**src/rtl/qbuff_gen.sv**
```systemverilog
// ---------------------------------------------------------------------------
// qbuff_gen -- triggered capture buffer for L-lane sample streams
//
// Samples are delayed by a runtime pre-trigger depth and qualified per word by
// a 4-mode threshold comparator. During trigger windows they are written into
// an external dual-port memory. Supports multi-window accumulation, circular
// (wrap) capture and status readback.
//
// Pipeline:
//   stage 0 : din / trigger registered
//   tap     : stage-0 word delayed PRE_DLY cycles (0 = stage-0 word itself)
//   stage 1 : qualifier and tap data registered
//   stage 2 : memory write port registered
//   Trigger high at edge t -> mem_we at edge t+2 with din sampled at t-PRE_DLY.
//
// Ports:
//   aclk, aresetn    clock, asynchronous active-low reset
//   din, trigger     lane stream (lane i at din[i*B +: B]) and capture window
//   mem_we/addr/di   memory write port
//   COMP_MODE_REG    0=all, 1=above, 2=below, 3=rising crossing
//   COMP_THR_REG     signed threshold
//   PRE_DLY_REG      pre-trigger delay in cycles (0..DLY-1)
//   WRAP_REG         0=stop when full, 1=circular
//   WMEM_START_REG   level; rising edge arms, low aborts / returns to idle
//   WMEM_ADDR_REG    region base address
//   WMEM_NSAMP_REG   region size in words (0 = no capture)
//   BUSY_REG         armed or capturing
//   DONE_REG         capture complete
//   OVF_REG          circular region wrapped at least once
//   NCAP_REG         words written since arm (mod region size in wrap mode)
// ---------------------------------------------------------------------------
module qbuff_gen #(
    parameter  int DLY = 32,
    parameter  int B   = 16,
    parameter  int L   = 4,
    parameter  int N   = 10,
    localparam int DW  = $clog2(DLY)
) (
    input  logic             aclk,
    input  logic             aresetn,
    input  logic [L*B-1:0]   din,
    input  logic             trigger,
    output logic             mem_we,
    output logic [N-1:0]     mem_addr,
    output logic [L*B-1:0]   mem_di,
    input  logic [1:0]       COMP_MODE_REG,
    input  logic [B-1:0]     COMP_THR_REG,
    input  logic [DW-1:0]    PRE_DLY_REG,
    input  logic             WRAP_REG,
    input  logic             WMEM_START_REG,
    input  logic [N-1:0]     WMEM_ADDR_REG,
    input  logic [N-1:0]     WMEM_NSAMP_REG,
    output logic             BUSY_REG,
    output logic             DONE_REG,
    output logic             OVF_REG,
    output logic [N-1:0]     NCAP_REG
);

    localparam int W = L * B;

    localparam logic [1:0] S_IDLE  = 2'd0;
    localparam logic [1:0] S_ARMED = 2'd1;
    localparam logic [1:0] S_CAPT  = 2'd2;
    localparam logic [1:0] S_DONE  = 2'd3;

    // ---------------------------------------------------------------
    // Configuration latched on START rising edge
    // ---------------------------------------------------------------
    logic [1:0]          r_mode;
    logic signed [B-1:0] r_thr;
    logic [DW-1:0]       r_pre;
    logic                r_wrap;
    logic [N-1:0]        r_addr;
    logic [N-1:0]        r_nsamp;

    // ---------------------------------------------------------------
    // Stage 0 and delay line
    // ---------------------------------------------------------------
    logic [W-1:0] r_din0;
    logic         r_trig0;
    logic [W-1:0] r_dly [1:DLY-1];   // r_dly[k] = r_din0 delayed k cycles
    logic [W-1:0] w_tap;

    always_ff @(posedge aclk or negedge aresetn) begin
        if (!aresetn) begin
            r_din0  <= '0;
            r_trig0 <= 1'b0;
        end else begin
            r_din0  <= din;
            r_trig0 <= trigger;
        end
    end

    genvar gi;
    generate
        for (gi = 1; gi < DLY; gi++) begin : g_dly
            always_ff @(posedge aclk or negedge aresetn) begin
                if (!aresetn) begin
                    r_dly[gi] <= '0;
                end else if (gi == 1) begin
                    r_dly[gi] <= r_din0;
                end else begin
                    r_dly[gi] <= r_dly[gi-1];
                end
            end
        end
    endgenerate

    // Explicit compare-select so an out-of-range delay yields the undelayed
    // word instead of an undefined array read.
    always_comb begin
        w_tap = r_din0;
        for (int k = 1; k < DLY; k++) begin
            if (r_pre == DW'(k)) begin
                w_tap = r_dly[k];
            end
        end
    end

    // ---------------------------------------------------------------
    // Comparator
    // ---------------------------------------------------------------
    logic signed [B-1:0] r_prev_last;   // lane L-1 of the previous tap word
    logic [L-1:0]        w_above;
    logic [L-1:0]        w_below;
    logic [L-1:0]        w_rise;
    logic                w_qual;

    generate
        for (gi = 0; gi < L; gi++) begin : g_lane
            logic signed [B-1:0] w_x;
            logic signed [B-1:0] w_p;
            assign w_x = w_tap[gi*B +: B];
            if (gi == 0) begin : g_first
                assign w_p = r_prev_last;
            end else begin : g_rest
                assign w_p = w_tap[(gi-1)*B +: B];
            end
            assign w_above[gi] = (w_x > r_thr);
            assign w_below[gi] = (w_x < r_thr);
            assign w_rise[gi]  = (w_x > r_thr) && !(w_p > r_thr);
        end
    endgenerate

    always_comb begin
        w_qual = 1'b0;
        case (r_mode)
            2'd0:    w_qual = 1'b1;
            2'd1:    w_qual = |w_above;
            2'd2:    w_qual = |w_below;
            default: w_qual = |w_rise;
        endcase
    end

    // ---------------------------------------------------------------
    // Stage 1: qualifier + data; crossing history runs every cycle
    // ---------------------------------------------------------------
    logic         r_qual1;
    logic [W-1:0] r_data1;

    always_ff @(posedge aclk or negedge aresetn) begin
        if (!aresetn) begin
            r_qual1     <= 1'b0;
            r_data1     <= '0;
            r_prev_last <= '0;
        end else begin
            r_qual1     <= w_qual;
            r_data1     <= w_tap;
            r_prev_last <= w_tap[(L-1)*B +: B];
        end
    end

    // ---------------------------------------------------------------
    // Control FSM, capture counter and memory write port (stage 2)
    // ---------------------------------------------------------------
    logic [1:0]   r_state;
    logic         r_start_d;
    logic [N-1:0] r_ncap;
    logic         r_ovf;
    logic         r_mem_we;
    logic [N-1:0] r_mem_addr;
    logic [W-1:0] r_mem_di;

    logic         w_write;
    logic [N:0]   w_ncap_inc;
    logic         w_last;

    // START low suppresses the write at the same edge it returns to idle.
    assign w_write    = (r_state == S_CAPT) && r_qual1 && WMEM_START_REG;
    assign w_ncap_inc = {1'b0, r_ncap} + {{N{1'b0}}, 1'b1};
    assign w_last     = (w_ncap_inc == {1'b0, r_nsamp});

    always_ff @(posedge aclk or negedge aresetn) begin
        if (!aresetn) begin
            r_state    <= S_IDLE;
            r_start_d  <= 1'b0;
            r_ncap     <= '0;
            r_ovf      <= 1'b0;
            r_mem_we   <= 1'b0;
            r_mem_addr <= '0;
            r_mem_di   <= '0;
            r_mode     <= '0;
            r_thr      <= '0;
            r_pre      <= '0;
            r_wrap     <= 1'b0;
            r_addr     <= '0;
            r_nsamp    <= '0;
        end else begin
            r_start_d <= WMEM_START_REG;
            r_mem_we  <= w_write;
            if (w_write) begin
                r_mem_addr <= r_addr + r_ncap;
                r_mem_di   <= r_data1;
            end

            if (!WMEM_START_REG) begin
                r_state <= S_IDLE;
            end else begin
                case (r_state)
                    S_IDLE: begin
                        if (!r_start_d) begin
                            r_mode  <= COMP_MODE_REG;
                            r_thr   <= COMP_THR_REG;
                            r_pre   <= PRE_DLY_REG;
                            r_wrap  <= WRAP_REG;
                            r_addr  <= WMEM_ADDR_REG;
                            r_nsamp <= WMEM_NSAMP_REG;
                            r_ncap  <= '0;
                            r_ovf   <= 1'b0;
                            r_state <= (WMEM_NSAMP_REG == '0) ? S_DONE : S_ARMED;
                        end
                    end
                    S_ARMED: begin
                        if (r_trig0) begin
                            r_state <= S_CAPT;
                        end
                    end
                    S_CAPT: begin
                        if (w_write && w_last && !r_wrap) begin
                            // Final word of a one-shot region: DONE wins over
                            // a simultaneous trigger fall.
                            r_ncap  <= w_ncap_inc[N-1:0];
                            r_state <= S_DONE;
                        end else begin
                            if (w_write) begin
                                if (w_last) begin
                                    r_ncap <= '0;
                                    r_ovf  <= 1'b1;
                                end else begin
                                    r_ncap <= w_ncap_inc[N-1:0];
                                end
                            end
                            if (!r_trig0) begin
                                r_state <= S_ARMED;
                            end
                        end
                    end
                    default: begin
                        r_state <= S_DONE;
                    end
                endcase
            end
        end
    end

    assign mem_we   = r_mem_we;
    assign mem_addr = r_mem_addr;
    assign mem_di   = r_mem_di;
    assign BUSY_REG = (r_state == S_ARMED) || (r_state == S_CAPT);
    assign DONE_REG = (r_state == S_DONE);
    assign OVF_REG  = r_ovf;
    assign NCAP_REG = r_ncap;

endmodule

```
**config.mk**
```make
export PLATFORM = sky130hd
export DESIGN_NAME = qbuff_gen
export DESIGN_NICKNAME = d
export VERILOG_FILES = /design/src/rtl/qbuff_gen.sv
export SDC_FILE = /design/constraint.sdc
export NUM_CORES = 2
export LEC_CHECK = 0
export ABC_AREA = 1
export CAP_MARGIN = 5
export CELL_PAD_IN_SITES_DETAIL_PLACEMENT = 0
export CELL_PAD_IN_SITES_GLOBAL_PLACEMENT = 1
export CORE_AREA = 2 2 457 413
export DETAILED_ROUTE_END_ITERATION = 12
export DIE_AREA = 0 0 459 415
export GPL_TIMING_DRIVEN = 0
export PLACE_DENSITY = 0.71
export REMOVE_ABC_BUFFERS = 1
export SETUP_SLACK_MARGIN = 0.05
export SLEW_MARGIN = 20
export SYNTH_ARGS = -nofsm -noshare
export SYNTH_HDL_FRONTEND = slang
export SYNTH_SLANG_ARGS = --single-unit
export TNS_END_PERCENT = 1
```
**constraint.sdc**
```tcl
create_clock -name aclk -period 6.48 [get_ports aclk]
set_clock_uncertainty 0.1 [all_clocks]
set_input_delay 1.296 -clock aclk [delete_from_list [all_inputs] [get_ports aclk]]
set_output_delay 1.296 -clock aclk [all_outputs]
set_load 0.005 [all_outputs]
```
Word-level counts from Yosys, hierarchy flattened
Index checks and enable logic that the tools add are counted.
{"block": "word_totals", "ff_bits": 2263, "word_cells": 180, "output_inout_bits": 88, "in_bits": 112}
{"block": "op_classes", "n_eq_ne": 45, "n_mux": 49, "addsub": 2, "bitwise": 1, "n_reduce_logical": 25, "order_cmp": 9}
{"cell": "64-bit two-way mux", "n": 31}
{"cell": "5-bit == test, second input constant", "n": 16}
{"cell": "16-bit greater-than comparator", "n": 5}
{"cell": "16-bit less-than comparator", "n": 4}
{"cell": "5-bit by 4-bit == test with 1-bit output, second input constant", "n": 8}
{"cell": "10-bit two-way mux", "n": 4}
{"cell": "5-bit by 3-bit == test with 1-bit output, second input constant", "n": 4}
{"cell": "10-bit case mux with 2 select lines", "n": 1}
{"cell": "2-bit two-way mux", "n": 6}
{"cell": "4-bit OR reduction", "n": 3}
{"cell": "10-bit by 1-bit adder with 11-bit output, second input constant", "n": 1}
{"cell": "11-bit by 10-bit == test with 1-bit output", "n": 1}
{"cell": "10-bit adder", "n": 1}
{"cell": "5-bit by 2-bit == test with 1-bit output, second input constant", "n": 2}
{"cell": "10-bit logical NOT", "n": 1}
{"cell": "1-bit logical AND", "n": 8}
{"cell": "2-bit inequality test, second input constant", "n": 4}
{"cell": "2-bit == test, second input constant", "n": 3}
{"cell": "3-bit inequality test, second input constant", "n": 2}
{"cell": "2-bit case mux with 3 select lines", "n": 1}
{"cell": "3-bit AND reduction", "n": 2}
{"cell": "6-bit AND reduction", "n": 1}
{"cell": "5-bit by 1-bit == test with 1-bit output, second input constant", "n": 1}
{"cell": "1-bit logical NOT", "n": 5}
{"cell": "other kinds (11)", "n": 16}

Depth between registers and ports, before layout
{"block": "logic_depth", "depth_word": 37, "mapped_depth": 53, "depth_no_buf": 52}

Worst setup path before layout
Ideal clock, no wire load.
{"block": "synth_timing", "path_type": "register to register", "start": "register r_pre[2]", "end": "register r_qual1", "n_path_buf": 2, "setup_ns": 0.137, "arrival_time_ns": 4.743, "synth_period_minus_slack_ns": 4.981, "stages_incl_launch_ff": 51, "t_required_ns": 6.243, "path_slack_ns": 1.499, "cell_sequence": "dfrtp_1 nor2_4 inv_2 nor3_4 inv_2 buf_2 buf_2 o211ai_1 nand3_1 nand3_1 nand2_1 nand2_1 nand3_1 nand3_1 nand3_1 nand3_1 nand3_1 nand3_1 (+15 left out) nand3_1 nand2_1 a21oi_1 nor2_1 ha_1 nand2_1 inv_1 a221oi_1 o221ai_1 nand2_1 nand2_1 o21ai_0 a21boi_0 inv_1 o31ai_1 nand2_1 nand3_1 o221ai_1"}
{"block": "synth_via", "elab_chain_len": 37, "elab_cells_between_ends": 81, "cone_classes": "order compare (8); eq/ne (31); mux (32); reduce/logical (10)"}
{"element": "start: declaration", "line_no": "71", "text": "logic [DW-1:0] r_pre;"}
{"element": "start signal: assignment", "line_no": "204", "text": "r_pre <= '0;"}
{"element": "start signal: assignment", "line_no": "224", "text": "r_pre <= PRE_DLY_REG;"}
{"element": "5-bit by 1-bit == test with 1-bit output", "line_no": "114", "text": "if (r_pre == DW'(k)) begin"}
{"element": "64-bit two-way mux (30 in a row)", "line_no": "114"}
{"element": "64-bit two-way mux (*)", "line_no": "114"}
{"element": "net w_tap[3]", "line_no": "82", "text": "logic [W-1:0] w_tap;"}
{"element": "16-bit greater-than comparator", "line_no": "139, 141"}
{"element": "1-bit logical NOT", "line_no": "141", "text": "assign w_rise[gi] = (w_x > r_thr) && !(w_p > r_thr);"}
{"element": "1-bit logical AND", "line_no": "141"}
{"element": "4-bit OR reduction", "line_no": "151", "text": "default: w_qual = |w_rise;"}
{"element": "1-bit case mux with 3 select lines (*)", "line_no": "147", "text": "case (r_mode)"}
{"element": "net w_qual", "line_no": "127", "text": "logic w_qual;"}
{"element": "end signal: assignment", "line_no": "167", "text": "r_qual1 <= w_qual;"}
{"element": "end: declaration", "line_no": "158", "text": "logic r_qual1;"}
Mark *: on every way through the listed nets, which the timed path passes. The rest lies on a longest branch.
A chain may end at the register's enable or synchronous reset.

Worst setup path in the final report
{"block": "layout_timing", "start": "register r_pre[3]", "end": "register r_qual1"}
The elaborated chain is that of the path after synthesis.

==> impl_metrics.xml <==
<?xml version="1.0" encoding="UTF-8"?>
<metrics>
  <group name="floorplan">
    <metric name="die-height" unit="µm">415</metric>
    <metric name="i_o_pin_total" unit="">200</metric>
    <metric name="core_region_area" unit="µm²">185000</metric>
    <metric name="initial_core_util" unit="">0.448</metric>
    <metric name="die_w" unit="µm">459</metric>
    <metric name="floorplan.rows" unit="">150</metric>
    <metric name="die-area" unit="µm²">190000</metric>
  </group>
  <group name="final_layout">
    <metric name="flip_flop_and_latch_area" unit="µm²">56200</metric>
    <metric name="synthToLayoutAreaGrowth" unit="%">18.0</metric>
    <metric name="multiInputGateArea" unit="µm²">24600</metric>
    <metric name="filler_cell_count" unit="">15900</metric>
    <metric name="non_filler_instance_count_after_layout" unit="">10800</metric>
    <metric name="drive_gt1_frac" unit="">0.152</metric>
    <metric name="finish.instance_area" unit="µm²">98100</metric>
    <metric name="num-nets-final" unit="">8352</metric>
  </group>
  <group name="logic_synthesis">
    <metric name="post_synth_instance_area" unit="µm²">83100</metric>
    <metric name="ys_dominant_reg_cell" unit="">sky130_fd_sc_hd__dfrtp_1</metric>
    <metric name="cells_after_synth" unit="">7983</metric>
    <metric name="synth_top_cells_by_area" unit="">sky130_fd_sc_hd__dfrtp_1, sky130_fd_sc_hd__nand2_1, sky130_fd_sc_hd__nand3_1</metric>
    <metric name="synth_simple_gate_area_frac" unit="">0.218</metric>
    <metric name="ys_ff_latch" unit="">2247</metric>
    <metric name="fraction_of_the_mapped_netlist_area_in_compound_gates" unit="">0.0457</metric>
    <metric name="avg_cell_area_syn" unit="µm²">10.4</metric>
    <metric name="yosysTopAreaCell" unit="">sky130_fd_sc_hd__dfrtp_1</metric>
    <metric name="post-synth-top-area-fraction" unit="">0.677</metric>
    <metric name="synth_xor_xnor_area_share" unit="">0.00190</metric>
    <metric name="synth_top_family_by_area" unit="">simple AND/OR/NAND/NOR gates</metric>
    <metric name="yosys-mux-area-fraction" unit="">0.00257</metric>
    <metric name="number_of_synthesized_flops_with_an_enable_pin" unit="">0</metric>
    <metric name="netlist-cell-type-count" unit="">47</metric>
    <metric name="synth-adder-area-share" unit="">0.0145</metric>
    <metric name="seq_area_frac_synth" unit="">0.677</metric>
    <metric name="postSynth.asyncResetShare" unit="">1.00</metric>
    <metric name="synth.yosys.warnings" unit="">0</metric>
  </group>
  <group name="sta">
    <metric name="timing.slew.headroom" unit="">0.343</metric>
    <metric name="min_period" unit="ns">6.34</metric>
    <metric name="setup-tns-final" unit="ns">0</metric>
    <metric name="max_clock_freq" unit="MHz">158</metric>
    <metric name="setup-violations-final" unit="">0</metric>
    <metric name="hold_ws" unit="ns">0.236</metric>
    <metric name="drv_slew" unit="">0</metric>
    <metric name="final.period_utilization" unit="">0.979</metric>
    <metric name="rsz0062_at_grt" unit="">true</metric>
    <metric name="timing_worst_slew_pin_value" unit="ns">0.960</metric>
    <metric name="final_hold_viol_count" unit="">0</metric>
  </group>
  <group name="worst_setup_path">
    <metric name="timing.critical_path.from" unit="">r_pre[3]</metric>
    <metric name="crit_path_frequent_cell" unit="">sky130_fd_sc_hd__nand3_1</metric>
    <metric name="worstPathMaxFanout" unit="">12</metric>
    <metric name="critPathArrivalTime" unit="ns">6.89</metric>
    <metric name="timing.critical_path.from_type" unit="">flop</metric>
    <metric name="timing.critical_path.required" unit="ns">7.03</metric>
    <metric name="critical_path.reg2reg.endpoint" unit="">r_qual1</metric>
    <metric name="r2r_worst_path_depth" unit="">48</metric>
    <metric name="max_stage_delay" unit="ns">0.44</metric>
    <metric name="crit_type" unit="">reg2reg</metric>
    <metric name="rrSetupSlack" unit="ns">0.14</metric>
    <metric name="regToRegStartpoint" unit="">r_pre[3]</metric>
    <metric name="endpoint_kind" unit="">flop</metric>
    <metric name="slowest_stage" unit="">sky130_fd_sc_hd__dfrtp_1</metric>
    <metric name="crit_end" unit="">r_qual1</metric>
  </group>
  <group name="placement">
    <metric name="dpl-instance-area" unit="µm²">88300</metric>
    <metric name="globalplace.congestion" unit="">0.811</metric>
    <metric name="dp_cells" unit="">10200</metric>
    <metric name="port_buffers" unit="">199</metric>
    <metric name="post_dp_hpwl" unit="µm">107000</metric>
  </group>
  <group name="clock_tree">
    <metric name="tritoncts" unit="">done</metric>
    <metric name="clock_tree.htree_level_count" unit="">4</metric>
    <metric name="cts_inserted_buffers" unit="">222</metric>
    <metric name="clkTransAtPathRegs" unit="ns">0.06</metric>
    <metric name="cts-hold-fix-buffers" unit="">0</metric>
    <metric name="clock_latency" unit="ns">0.86</metric>
    <metric name="cts.sink_count" unit="">2247</metric>
    <metric name="clk_root_buffer_cell" unit="">sky130_fd_sc_hd__clkbuf_16</metric>
    <metric name="cts.path.max_buffers" unit="">3</metric>
  </group>
  <group name="global_route">
    <metric name="largest_net_degree_at_the_start_of_global_routing" unit="">149</metric>
    <metric name="grt_pass1_wl" unit="µm">293000</metric>
    <metric name="antenna_found_initial" unit="">3</metric>
    <metric name="overflow" unit="">0</metric>
    <metric name="first_global_vias" unit="">52100</metric>
    <metric name="grt_usage" unit="">0.188</metric>
  </group>
  <group name="routing">
    <metric name="drt-wirelength-per-cell" unit="µm">16.6</metric>
    <metric name="vias_per_cell" unit="">4.79</metric>
    <metric name="finalWirelength" unit="µm">179000</metric>
    <metric name="detail_route.first_pass.iterations" unit="">7</metric>
    <metric name="drtAntennaViolNets" unit="">0</metric>
    <metric name="via_count" unit="">51500</metric>
    <metric name="route.detailed.drc" unit="">0</metric>
    <metric name="detailedRoute.firstIterationViolations" unit="">3616</metric>
  </group>
  <group name="run">
    <metric name="max_cap_violations" unit="">0</metric>
  </group>
  <group name="worst_hold_path">
    <metric name="min-delay-path-class" unit="">reg2reg</metric>
    <metric name="holdCritStartpoint" unit="">r_dly[111]</metric>
  </group>
  <group name="power_and_ir_drop">
    <metric name="ir_drop" unit="mV">0.302</metric>
    <metric name="fin_total_pwr" unit="W">0.0471</metric>
    <metric name="power_switching" unit="W">0.0176</metric>
    <metric name="power-per-cell-area" unit="nW/µm²">480</metric>
    <metric name="static-leakage-power" unit="nW">45.5</metric>
    <metric name="p_int" unit="W">0.0295</metric>
    <metric name="pwr-share-comb" unit="">0.384</metric>
    <metric name="clock_power_share" unit="">0.278</metric>
    <metric name="proportion_of_total_power_due_to_net_switching" unit="">0.373</metric>
    <metric name="proportion_of_power_drawn_by_flip_flops_and_latches" unit="">0.338</metric>
  </group>
  <group name="outcome">
    <metric name="status" unit="">finished clean</metric>
  </group>
</metrics>
-- synth_stat cells, types with 14 or more instances --
master                        n
sky130_fd_sc_hd__mux2_2      19
sky130_fd_sc_hd__buf_2      144
sky130_fd_sc_hd__ha_1        95
sky130_fd_sc_hd__o211ai_1    64
sky130_fd_sc_hd__dfrtp_1   2247
sky130_fd_sc_hd__nor2_1     420
sky130_fd_sc_hd__o21ai_0    230
sky130_fd_sc_hd__buf_1       34
sky130_fd_sc_hd__inv_1      390
sky130_fd_sc_hd__o21ai_1     43
sky130_fd_sc_hd__nand2_1   1901
sky130_fd_sc_hd__a21oi_1    308
sky130_fd_sc_hd__or2_2      508
sky130_fd_sc_hd__clkbuf_1   250
sky130_fd_sc_hd__xor2_1      14
sky130_fd_sc_hd__nand4_1     21
sky130_fd_sc_hd__nand3_1   1178
-- layer usage --
layer,global-route usage,wire [µm],up-vias
met1,0.280,88000,24400
met2,0.290,81400,720
met4,0.0464,3620,0
li1,-,-,26100
met3,0.0275,6080,244
met5,0,0,-
-- worst min path at each step --
stage	to	slack, ns	cells past startpoint
3_3_place_gp	r_dly[1671]	0.25	0
2_1_floorplan	r_dly[1006]	0.25	0
5_1_grt	r_dly[47]	0.24	0
6_report	r_dly[47]	0.24	0
3_5_place_dp	r_dly[1237]	0.25	0
4_1_cts	r_dly[47]	0.23	0
-- flip-flops by register name (all words and copies together), names as in the netlist, 16 cells and up --
signal,flops
mem_di,64
r_data1,64
r_din0,64
r_thr,16
r_dly,1984
-- cells by family after synthesis --
logic type,Yosys count
and+or+nand+nor,4058
DFF,2247
buffers and inverters,847
AOI/OAI and AO/OA,698
adders and majority gates,96
muxes,19
xor gates and xnor gates,18
-- final cells by class --
cell class	instances	area share
clock inverters	71	0.00959
multi-input cells	4896	0.251
well taps	2432	0.0310
repair inverters	6	0.000536
repair buffers	361	0.0500
diodes	1	0.0000255
clock buffers	338	0.0673
inverters	410	0.0176
flip-flops and latches	2247	0.573
-- power groups by stage --
stage	clock network [W]	logic, W	registers [W]
floorplan	0	0.0102	0.0161
global placement	0	0.0160	0.0164
detailed placement	0	0.0164	0.0162
CTS	0.0134	0.0173	0.0159
global route	0.0140	0.0206	0.0161
finish	0.0131	0.0181	0.0159
-- through the flow --
stage                     setup slack [ns]  utilization
final                                0.136        0.529
after global routing                -0.385        0.529
after CTS                           0.0501        0.523
after detailed placement             -2.18        0.476
after global placement              -97.71        0.465
after floorplan                      -2.60            -
-- placed cells by master, fill, tap and decap left out, drive strengths merged, types with 2 or more instances in the layout --
cell type,n
dfrtp,2247
nand2,1901
nand3,1181
or2,512
nor2,429
inv,417
clkbuf,347
a21oi,308
o21ai,273
clkdlybuf4s50,198
buf,151
ha,95
o211ai,64
clkinv,46
nand4,21
mux2,19
bufinv,15
xor2,14
nor3,14
o221ai,10
clkinvlp,9
o22ai,8
o31ai,8
a31oi,4
o21bai,4
xnor2,4
a211oi,4
o2111ai,3
bufbuf,3
a21boi,3
nor3b,3
nor4,3
o21a,2
a221oi,2
-- worst max-delay path, delay by kind of cell, from the launching register on --
family / cells / cell delay [ns]
compound gates: 7 / 0.96
fa+ha+maj: 1 / 0.32
flops: 1 / 0.44
simple gates: 35 / 3.57
buf+inv: 5 / 0.75
-- what timing repair did --
action	CTS	global route
endpoints found under the setup margin	2	1
gates resized for setup	108	129
setup buffers	53	25
gates cloned	16	10
pin swaps	24	91
Note: power is estimated with default switching activity, not from simulation.
